--- src/rtl/b_dis.sv ---
// Display back-end for the 8-bit calculator: picks entry/result/error text and
// drives a time-multiplexed 4-digit common-anode 7-segment display.
module b_dis #(
    parameter int SCAN_DIV = 100000
) (
    input  logic       i_sys_clock,
    input  logic       i_sys_reset,
    input  logic       i_b_dis_result_overflow_flag,
    input  logic       i_b_dis_hex_overflow_flag,
    input  logic       i_b_dis_op_valid_key_pressed,
    input  logic       i_b_dis_equal,
    input  logic       i_b_dis_neg_flag,
    input  logic       i_b_dis_neg_result,
    input  logic [7:0] i_b_dis_result,
    input  logic [7:0] i_b_dis_hex_keycode,
    output logic [6:0] o_b_dis_dis_code,
    output logic [3:0] o_b_dis_sel
);

    localparam int CW = (SCAN_DIV > 1) ? $clog2(SCAN_DIV) : 1;

    localparam logic [6:0] SEG_BLANK = 7'h7F;
    localparam logic [6:0] SEG_MINUS = 7'h3F;
    localparam logic [6:0] SEG_E     = 7'h06;
    localparam logic [6:0] SEG_R     = 7'h2F;
    localparam logic [6:0] SEG_O     = 7'h40;
    localparam logic [6:0] SEG_F     = 7'h0E;
    localparam logic [6:0] SEG_L     = 7'h47;

    typedef enum logic [1:0] {
        MODE_OFL,
        MODE_ERR,
        MODE_RESULT,
        MODE_ENTRY
    } mode_t;

    mode_t         mode;
    logic [7:0]    value;
    logic          sign;
    logic [19:0]   dd;
    logic [3:0]    hund;
    logic [3:0]    tens;
    logic [3:0]    units;
    logic [6:0]    glyph;
    logic [CW-1:0] scan_cnt;
    logic [1:0]    idx;

    function automatic logic [6:0] seg7(input logic [3:0] d);
        case (d)
            4'd0:    seg7 = 7'h40;
            4'd1:    seg7 = 7'h79;
            4'd2:    seg7 = 7'h24;
            4'd3:    seg7 = 7'h30;
            4'd4:    seg7 = 7'h19;
            4'd5:    seg7 = 7'h12;
            4'd6:    seg7 = 7'h02;
            4'd7:    seg7 = 7'h78;
            4'd8:    seg7 = 7'h00;
            4'd9:    seg7 = 7'h10;
            default: seg7 = SEG_BLANK;
        endcase
    endfunction

    always_comb begin
        mode  = MODE_ENTRY;
        value = i_b_dis_hex_keycode;
        sign  = i_b_dis_neg_flag;
        if (i_b_dis_result_overflow_flag) begin
            mode = MODE_OFL;
        end else if (i_b_dis_hex_overflow_flag) begin
            mode = MODE_ERR;
        end else if (i_b_dis_equal || i_b_dis_op_valid_key_pressed) begin
            mode  = MODE_RESULT;
            value = i_b_dis_result;
            sign  = i_b_dis_neg_result;
        end
    end

    // Double-dabble: binary in dd[7:0], BCD accumulates in dd[19:8].
    always_comb begin
        dd = {12'd0, value};
        for (int unsigned i = 0; i < 8; i++) begin
            if (dd[11:8]  >= 4'd5) dd[11:8]  = dd[11:8]  + 4'd3;
            if (dd[15:12] >= 4'd5) dd[15:12] = dd[15:12] + 4'd3;
            if (dd[19:16] >= 4'd5) dd[19:16] = dd[19:16] + 4'd3;
            dd = dd << 1;
        end
        hund  = dd[19:16];
        tens  = dd[15:12];
        units = dd[11:8];
    end

    always_comb begin
        glyph = SEG_BLANK;
        case (mode)
            MODE_OFL: begin
                case (idx)
                    2'd2:    glyph = SEG_O;
                    2'd1:    glyph = SEG_F;
                    2'd0:    glyph = SEG_L;
                    default: glyph = SEG_BLANK;
                endcase
            end
            MODE_ERR: begin
                case (idx)
                    2'd2:    glyph = SEG_E;
                    2'd1:    glyph = SEG_R;
                    2'd0:    glyph = SEG_R;
                    default: glyph = SEG_BLANK;
                endcase
            end
            default: begin
                case (idx)
                    2'd3:    glyph = sign ? SEG_MINUS : SEG_BLANK;
                    2'd2:    glyph = (hund != 4'd0) ? seg7(hund) : SEG_BLANK;
                    2'd1:    glyph = (hund != 4'd0 || tens != 4'd0) ? seg7(tens) : SEG_BLANK;
                    default: glyph = seg7(units);
                endcase
            end
        endcase
    end

    always_ff @(posedge i_sys_clock) begin
        if (i_sys_reset) begin
            scan_cnt         <= '0;
            idx              <= '0;
            o_b_dis_sel      <= '1;
            o_b_dis_dis_code <= '1;
        end else begin
            o_b_dis_sel      <= ~(4'b0001 << idx);
            o_b_dis_dis_code <= glyph;
            if (scan_cnt == CW'(SCAN_DIV - 1)) begin
                scan_cnt <= '0;
                idx      <= idx + 2'd1;
            end else begin
                scan_cnt <= scan_cnt + 1'b1;
            end
        end
    end

endmodule

--- config.mk ---
export PLATFORM = sky130hd
export DESIGN_NAME = b_dis
export DESIGN_NICKNAME = d
export VERILOG_FILES = /design/src/rtl/b_dis.sv
export SDC_FILE = /design/constraint.sdc
export NUM_CORES = 1
export LEC_CHECK = 0
export BUFFER_PORTS_ARGS = -buffer_cell sky130_fd_sc_hd__buf_2
export CORE_UTILIZATION = 55
export DETAILED_ROUTE_END_ITERATION = 6
export GPL_TIMING_DRIVEN = 0
export PLACE_DENSITY = 0.78
export SYNTH_ARGS = -nofsm -noshare
export SYNTH_HDL_FRONTEND = slang
export SYNTH_SLANG_ARGS = --single-unit
--- constraint.sdc ---
create_clock -name i_sys_clock -period 7.6 [get_ports i_sys_clock]
set_input_delay 1.14 -clock i_sys_clock [delete_from_list [all_inputs] [get_ports i_sys_clock]]
set_output_delay 1.14 -clock i_sys_clock [all_outputs]
set_load 0.02 [all_outputs]
* Word-level counts from Yosys, hierarchy flattened
Memory sizes are Yosys's and may differ from the RTL's.
Cells that the tools add are included.
** Storage, ports and cells
- Bits in registers :: 30
- Bits in read-only memories :: 336
- Input bits :: 24
- Output and inout bits :: 11
- Word-level logic and storage cells :: 94
- Memories kept :: 3
** Memory list
- (no name shown) :: words 16, bits a word 7, read ports 1, clocked after Yosys merged registers in 0, wr ports 0, RTL line 49 : case (d)
- (no name shown) :: words 16, bits a word 7, read ports 1, clocked after Yosys merged registers in 0, wr ports 0, RTL line 49
- (no name shown) :: words 16, bits a word 7, read ports 1, clocked after Yosys merged registers in 0, wr ports 0, RTL line 49
** Operators by class
- Add/sub/neg operators :: 20
- Magnitude comparators :: 18
- Equality and inequality tests :: 5
- Shifts and indexed selects :: 1
- Muxes and demuxes :: 34
- Bitwise operators :: 1
- Reductions and logical operators :: 8
** Operator list (count)
- $ge 4x3->1 const B :: 15
- $add 4x2->4 const B :: 11
- $mux 4 :: 11
- $pmux 7 s3 :: 2
- $pmux 7 s2 :: 2
- $mux 8 :: 3
- $mux 3 :: 7
- $mux 7 :: 3
- $add 17x1->17 const B :: 1
- $eq 17x17->1 const B :: 1
- $add 3x2->3 const B :: 4
- $reduce_bool 4->1 :: 2
- $add 1x2->3 const AB :: 2
- $ge 1x3->1 const AB :: 2
- $eq 2x1->1 const B :: 2
- $eq 2x2->1 const B :: 2
- $logic_not 2->1 :: 2
- $mux 1 :: 4
- $mux 2 :: 2
- $not 4->4 :: 1
- $reduce_or 2->1 :: 2
- $shl 1x2->4 const A :: 1
- $add 1x2->3 const B :: 1
- $ge 1x3->1 const B :: 1
- other kinds (2) :: 3

* Depth between registers and ports, before layout
Gate-level depths: netlist of the first run.
- Depth in word-level cells :: 23
- Depth in mapped cells :: 40
- Gate-level depth less buffers :: 38

* Worst setup path after synthesis of the first run
Ideal clock, no wire load.
- Path kind :: input port to flip-flop
- Start :: input i_b_dis_op_valid_key_pressed
- End :: register o_b_dis_dis_code[5]
- Library setup time :: 72 ps
- Data arrival time :: 8036 ps
- Required time :: 7528 ps
- Slack :: -508 ps
- Stages :: 38
- Buffers on the path :: 2
- Cells stage by stage :: or2_1 buf_4 nand2_4 clkbuf_1 mux2i_1 ha_1 inv_1 mux4_2 ha_1 nand2b_1 inv_1 o311a_1 o31ai_1 and2_1 inv_1 ha_1 nand2b_1 o21ai_1 [2 not listed] nor2_1 or3_1 a311o_1 a32oi_1 and2_1 inv_1 ha_1 nor2_1 o32a_1 nand2_1 nand3_1 nand2_1 inv_1 ha_1 nand4_1 o21bai_2 o21ai_0 a2bb2oi_1
** Between the ends
- Longest elaborated chain between the ends :: 23
- Elaborated cells on any way between the ends :: 67
- Those cells by class :: add/sub (16); order compare (16); eq/ne (1); mux (26); reduce/logical (5); memory (3)
** Ends and longest elaborated chain
- start, declared :: RTL line 10 : input logic i_b_dis_op_valid_key_pressed,
- $logic_or 1x1->1 * :: RTL line 72 : end else if (i_b_dis_equal || i_b_dis_op_valid_key_pressed) begin
- branches (longest 21 deep; another with $add 4x2->4)
- $pmux 7 s2 * :: RTL line 95 : case (mode)
- end signal, assigned :: RTL line 131 : o_b_dis_dis_code <= glyph;
- end, declared :: RTL line 16 : output logic [6:0] o_b_dis_dis_code,
Mark *: on every way between the ends.
A chain may end at the register's enable or synchronous reset.

* Worst setup path in the final report of the first run
- Start :: input i_b_dis_result_overflow_flag
- End :: register o_b_dis_dis_code[2]
** Between the ends
- Longest elaborated chain between the ends :: 20
- Elaborated cells on any way between the ends :: 62
- Those cells by class :: add/sub (16); order compare (16); eq/ne (1); mux (22); reduce/logical (4); memory (3)
** Ends and longest elaborated chain
- start, declared :: RTL line 8 : input logic i_b_dis_result_overflow_flag,
- branches (longest 19 deep; another with $add 4x2->4)
- $pmux 7 s2 * :: RTL line 95
Marks and branches as above.

==> results of run 1 <==
## layout by cell type (no fill, tap or decap), types with 5 or more instances in the layout
cell type   n
nor2_1     49
nand2_1    43
buf_4      35
buf_2      33
dfxtp_1    30
inv_1      24
nand3_1    23
a21oi_1    20
o21ai_0    17
ha_1       17
mux2i_1    14
a31oi_1    11
nand2b_1   10
xnor2_1     9
nor3_1      9
nand4_1     9
xor2_1      8
and3_1      8
clkbuf_1    7
a21o_1      6
o21ai_1     6
ha_4        6
or3_1       5
o22ai_1     5
clkbuf_8    5
## area by class of cell
class | count | area, um2 | area share, %
multi-input combinational | 379 | 2907 | 66.52
sequential | 30 | 600.6 | 13.75
timing repair buffer | 66 | 431.7 | 9.880
inverter | 30 | 120.1 | 2.749
buffer | 16 | 110.1 | 2.520
tap | 75 | 93.84 | 2.148
clock buffer | 7 | 76.32 | 1.747
clock inverter | 1 | 30.03 | 0.6873
## worst reg2reg max path: stages, from the launching register on
cell and delay (ns):
dfxtp_1 0.35, ha_1 0.19, and3_1 0.23, nand2_1 0.09
or3_1 0.43, nand2b_1 0.22, clkbuf_1 0.38, nor2_1 0.10
## power groups by stage
stage               clock [mW]  combinational (mW)  sequential, mW
floorplan                    0               0.481           0.174
global placement             0               0.599           0.168
detailed placement           0               0.610           0.168
CTS                      0.156               0.643           0.165
global route             0.164               0.926           0.165
finish                   0.152               0.858           0.165
## stage by stage
stage,setup TNS [ns],utilization (%),cell area [um2]
global placement,-6.387,62.87,3722
floorplan,0,-,3468
CTS,0,66.82,3956
global route,-1.556,73.80,4369
finish,0,73.80,4369
detailed placement,-7.031,62.87,3722
## cells by family (layout without fill, tap and decap cells)
family                   after synthesis  count (layout)  share of synthesized area (%)
AND/OR/NAND/NOR                      194             194                          29.45
AO/OA/AOI/OAI                        118             118                          24.76
buffers and inverters                 47             120                          6.125
flip-flops                            30              30                          17.71
adder cells (fa/ha/maj)               26              26                          9.594
multiplexers                          23              23                          7.712
XOR/XNOR                              18              18                          4.650
## registers in the layout, indices dropped and copies added (netlist names)
name	flops
idx	2
o_b_dis_dis_code	7
o_b_dis_sel	4
scan_cnt	17
## repair_timing
| action | 4_1_cts | 5_1_grt |
|---|---|---|
| endpoints found under the setup margin | 7 | 7 |
| buffers inserted | 6 | 28 |
| endpoints found under the hold margin | 0 | 0 |
| gates resized for setup | 19 | 44 |
| pin swaps | 7 | 34 |
## layer usage
| metal | part of all wire [%] | wire, um | track usage (%) |
|---|---|---|---|
| met3 | 6.4 | 590 | 2.273 |
| met1 | 43 | 3967 | 34.37 |
| met2 | 47 | 4368 | 46.02 |
| met4 | 3.1 | 283 | 12.68 |
| met5 | 0 | 0 | 0 |
## worst paths after layout
check / start / to / slack, ns / depth (start not counted)
setup reg to reg: scan_cnt[0] / scan_cnt[15] / 5.50 / 7
setup / recovery: i_b_dis_result_overflow_flag / o_b_dis_dis_code[2] / 0.02 / 38
hold / removal: scan_cnt[0] / scan_cnt[0] / 0.45 / 1
hold reg to reg: scan_cnt[0] / scan_cnt[0] / 0.45 / 1
==> summary.md, run 1 <==
| Metric | Value |
|---|---|
| Final Cycle Share | 99.79% |
| Area added between synthesis and finish | 28.86% |
| Max VDD drop | 296.8 uV |
| Slew @ Worst Pin | 0.8510 ns |
| Hold crit path type | reg2reg |
| Outcome | finished, final reports clean |
| Drt drc | 0 |
| Clk pwr share | 12.9% |
| Starting Density | 57.27% |
| Root Driver | clkbuf_8 |
| Die width | 80.52 um |
| Vias | 3683 |
| TritonCTS clock tree | done |
| RSZ-0062 raised after global routing | yes |
| Clock H-tree levels | 2 |
| Largest cells by area after synthesis | dfxtp_1 (18%), ha_1 (9.6%), nor2_1 (5.6%) |
| Pre-Repair DR Iteration Count | 5 |
| Mapped Area | 3391 um2 |
| Asr flop ratio synth | 0% |
| Worst path bufs/invs | 7 |
| Initial antenna violation count | 0 |
| Most frequent cell on the critical path | ha_4 |
| Internal | 639.8 uW |
| CP arrival | 7.80 ns |
| Overall Power | 1.175 mW |
| Place WS | -1.092 ns |
| Clk buf depth | 2 |
| CP max stage cell | o311a_4 |
| First-pass GRT wire length | 13910 um |
| Leakage power | 1.783 nW |
| Power Density | 269.0 nW/um2 |
| Flop pwr share | 14.0% |
| Total track usage | 27.14% |
| Final setup fails | 0 |
| Drt wl/cell | 15.25 um |
| Hold Buf Count CTS | 0 |
| Placed Instances | 563 |
| Flops & latches, synth | 30 |
| DRT antenna net count | 0 |
| Insertion delay to the later sink of the worst-skew pair | 0.28 ns |
| Mapped Cells | 456 |
| Grt ovf | 0 |
| Sequential share of the synthesized area | 17.71% |
| Max-slew headroom | 41.64% |
| Worst Path Required | 7.81 ns |
| Final Max Slew Viols | 0 |
| Share of cells above drive strength 1 | 28.54% |
| Routed wire length | 9209 um |
| Die Y | 80.52 um |
| CP peak stage delay | 0.38 ns |
| Top-count cell post-synth | nor2_1 |
| Synth top cells by count | nor2_1 (51), nand2_1 (45), dfxtp_1 (30), inv_1 (30), ha_1 (26) |
| Synthesis Warnings | 0 |
| Clock sinks | 30 |
| Crit. End Element | flip-flop |
| Area leader, netlist | dfxtp_1 |
| Crit path time final | 7.584 ns |
| Skew final | 0.008885 ns |
| Post-synth top area share | 17.71% |
| Iteration-0 DRC Markers | 245 |
| Final Hold Fails | 0 |
| Final nets | 578 |
| Core area | 5921 um2 |
| Hold WS | 0.4461 ns |
| Via count of the first global-routing pass | 3132 |
| Max Freq | 131.9 MHz |
| Unique masters post-synth | 76 |
| Switching power | 535.4 uW |
| Via density per instance | 6.098 |
| CP max FO | 10 |
| Rows | 28 |
| Ant. Diodes | 0 |
| Fin worst setup slack | 0.01572 ns |
| Post-Syn Area per Cell | 7.436 um2 |
| Post-synth EDFFs | 0 |
| GP Congestion | 0.9468 |
| Crit Path Category | in2reg |
| IO Count | 35 |
| Hpwl dp | 6430 um |
| Num CTS Buffers | 5 |
| Max Cap Viol | 0 |
| Clock slew seen by the registers of the worst setup and hold paths | 0.06 ns |
| CP delay by family, top | compound AO/OA/AOI/OAI gates |
| Worst Setup Start Kind | input port |
| Port bufs | 32 |
| Largest net degree at the start of global routing | 14 |
| Layout fillers | 429 |
| Synth Net Count | 506 |
| Die Area | 6483 um2 |
| Finished Layout Cells | 604 |
| Dominant synthesized flop cell | dfxtp_1 |
| Switching share of power | 45.56% |
| Combinational share of power | 73.0% |
Note: power is estimated with default switching activity, not from simulation.
==> run 2: changes to the inputs <==
RECOVER_POWER = 100   (was unset)
==> run 2 against run 1 <==
Wire length is essentially flat. Sequential share of layout area is essentially flat. Cell area down 0.34%. Worst hold slack about the same. Core utilization is 0.25 points lower. Worst setup slack better by 0.021 ns. Maximum frequency up 0.28%. Global-route usage unchanged. Clock skew about the same. Clock-buffer cell count stayed put. Sequential cell count unchanged.
==> summary.md, run 2 (synthesis gave the netlist of run 1 again) <==
| Metric | Value |
|---|---|
| Grt ovf | 0 |
| RSZ-0062 raised after global routing | yes |
| Layout fillers | 438 |
| Iteration-0 DRC Markers | 249 |
| Area occupied by registers | 600.6 um2 |
| Die Area | 6483 um2 |
| Largest net degree at the start of global routing | 14 |
| Core area | 5921 um2 |
| Crit. End Element | flip-flop |
| Die Y | 80.52 um |
| Slew @ Worst Pin | 0.8510 ns |
| Skew final | 0.009325 ns |
| Clock sinks | 30 |
| Via count of the first global-routing pass | 3132 |
| Insertion delay to the later sink of the worst-skew pair | 0.28 ns |
| Final Max Slew Viols | 0 |
| Leakage power | 1.761 nW |
| Power Density | 268.4 nW/um2 |
| Rows | 28 |
| Total track usage | 27.14% |
| Outcome | finished, final reports clean |
| Hold crit path type | reg2reg |
| Share of cells above drive strength 1 | 26.28% |
| Final Hold Fails | 0 |
| GP Congestion | 0.9468 |
| Area added between synthesis and finish | 28.41% |
| Worst Path Required | 7.81 ns |
| Crit Path Category | in2reg |
| Crit path time final | 7.563 ns |
| Drt wl/cell | 15.26 um |
| Worst Setup Start Kind | input port |
| Root Driver | clkbuf_8 |
| Commonest non-fill, non-tap cells in the layout | nor2_1 (49), nand2_1 (43), buf_4 (35) |
| Max VDD drop | 295.6 uV |
| Num CTS Buffers | 5 |
| Max Cap Viol | 0 |
| Drt drc | 0 |
| Biggest register | scan_cnt |
| Clk buf depth | 2 |
| Final setup fails | 0 |
| Fin worst setup slack | 0.03706 ns |
| Vias | 3705 |
| CP peak stage delay | 0.38 ns |
| CP max stage cell | o311a_4 |
| Hpwl dp | 6430 um |
| First-pass GRT wire length | 13910 um |
| Final nets | 578 |
| Place WS | -1.092 ns |
| Final Cycle Share | 99.51% |
| Hold WS | 0.4462 ns |
| Starting Density | 57.27% |
| Initial antenna violation count | 0 |
| Port bufs | 32 |
| Most common cell after layout, fill and taps aside | nor2_1 |
| Design Area, Final | 4354 um2 |
| Die width | 80.52 um |
| Most frequent cell on the critical path | ha_4 |
| Clock slew seen by the registers of the worst setup and hold paths | 0.06 ns |
| Max-slew headroom | 41.64% |
| Routed wire length | 9215 um |
| CP arrival | 7.77 ns |
| TritonCTS clock tree | done |
| DRT antenna net count | 0 |
| Max Freq | 132.2 MHz |
| Clock H-tree levels | 2 |
| CP max FO | 10 |
| Placed cell area | 3722 um2 |
| Via density per instance | 6.134 |
| Largest register FFs | 17 |
| Pre-Repair DR Iteration Count | 5 |
| IO Count | 35 |
| Ant. Diodes | 0 |
| Multi-input combinational cell area | 2907 um2 |
| Hold Buf Count CTS | 0 |
| Overall Power | 1.169 mW |
| Biggest regs | scan_cnt (17), o_b_dis_dis_code (7), o_b_dis_sel (4) |
## run 2: changes by cell type in the layout (fill, tap and decap cells not counted)
| cell | change |
|---|---|
| buf_2 | -12 |
| clkbuf_1 | +12 |
## run 2: what timing repair did
| item | 4_1_cts | 5_1_grt |
|---|---|---|
| gates resized for setup | 19 | 44 |
| pin swaps | 7 | 34 |
| buffers inserted | 6 | 28 |
| hold endpoints to repair | 0 | 0 |
| endpoints found under the setup margin | 7 | 7 |
## run 2: report_power, final
part / internal (mW) / total, mW / switching (mW)
Combinational: 0.377 / 0.851 / 0.475
Sequential: 0.163 / 0.165 / 0.00184
Clock: 0.0979 / 0.152 / 0.0544
## run 2: metal layers
layer,global-route usage [%],part of all wire [%]
met5,0,0
met4,12.68,2.8
met3,2.273,6.3
met2,46.02,48
met1,34.37,43
## run 2: path summary, 6_finish.rpt
kind,start,end,slack [ns],cells after the start
worst min register to register,scan_cnt[0],scan_cnt[0],0.45,1
worst max-delay path,i_b_dis_result_overflow_flag,o_b_dis_dis_code[5],0.04,38
worst min-delay path,scan_cnt[0],scan_cnt[0],0.45,1
worst max register to register,scan_cnt[0],scan_cnt[15],5.50,7
## run 2: stage by stage
step / setup TNS [ns] / cells / util, %
after floorplan: 0 / 456 / -
after global placement: -6.387 / 563 / 62.87
after detailed placement: -7.031 / 563 / 62.87
after CTS: 0 / 576 / 66.82
after global routing: -1.556 / 604 / 73.54
final: 0 / 604 / 73.54
## run 2: layout make-up
cell class                      instances  share of cell area, %
Tap cell                               75                  2.155
Buffer                                 16                  2.529
Clock buffer                            7                  1.753
Inverter                               30                  2.759
Clock inverter                          1                 0.6897
Sequential cell                        30                  13.79
Multi-Input combinational cell        379                  66.75
Timing Repair Buffer                   66                  9.569
## run 2: critical path, delay by kind of cell
kind            cells  cell delay (ns)
simple gates       13             1.88
compound gates     11             2.68
mux                 1             0.36
fa+ha+maj           6             1.12
buf+inv             7             0.57
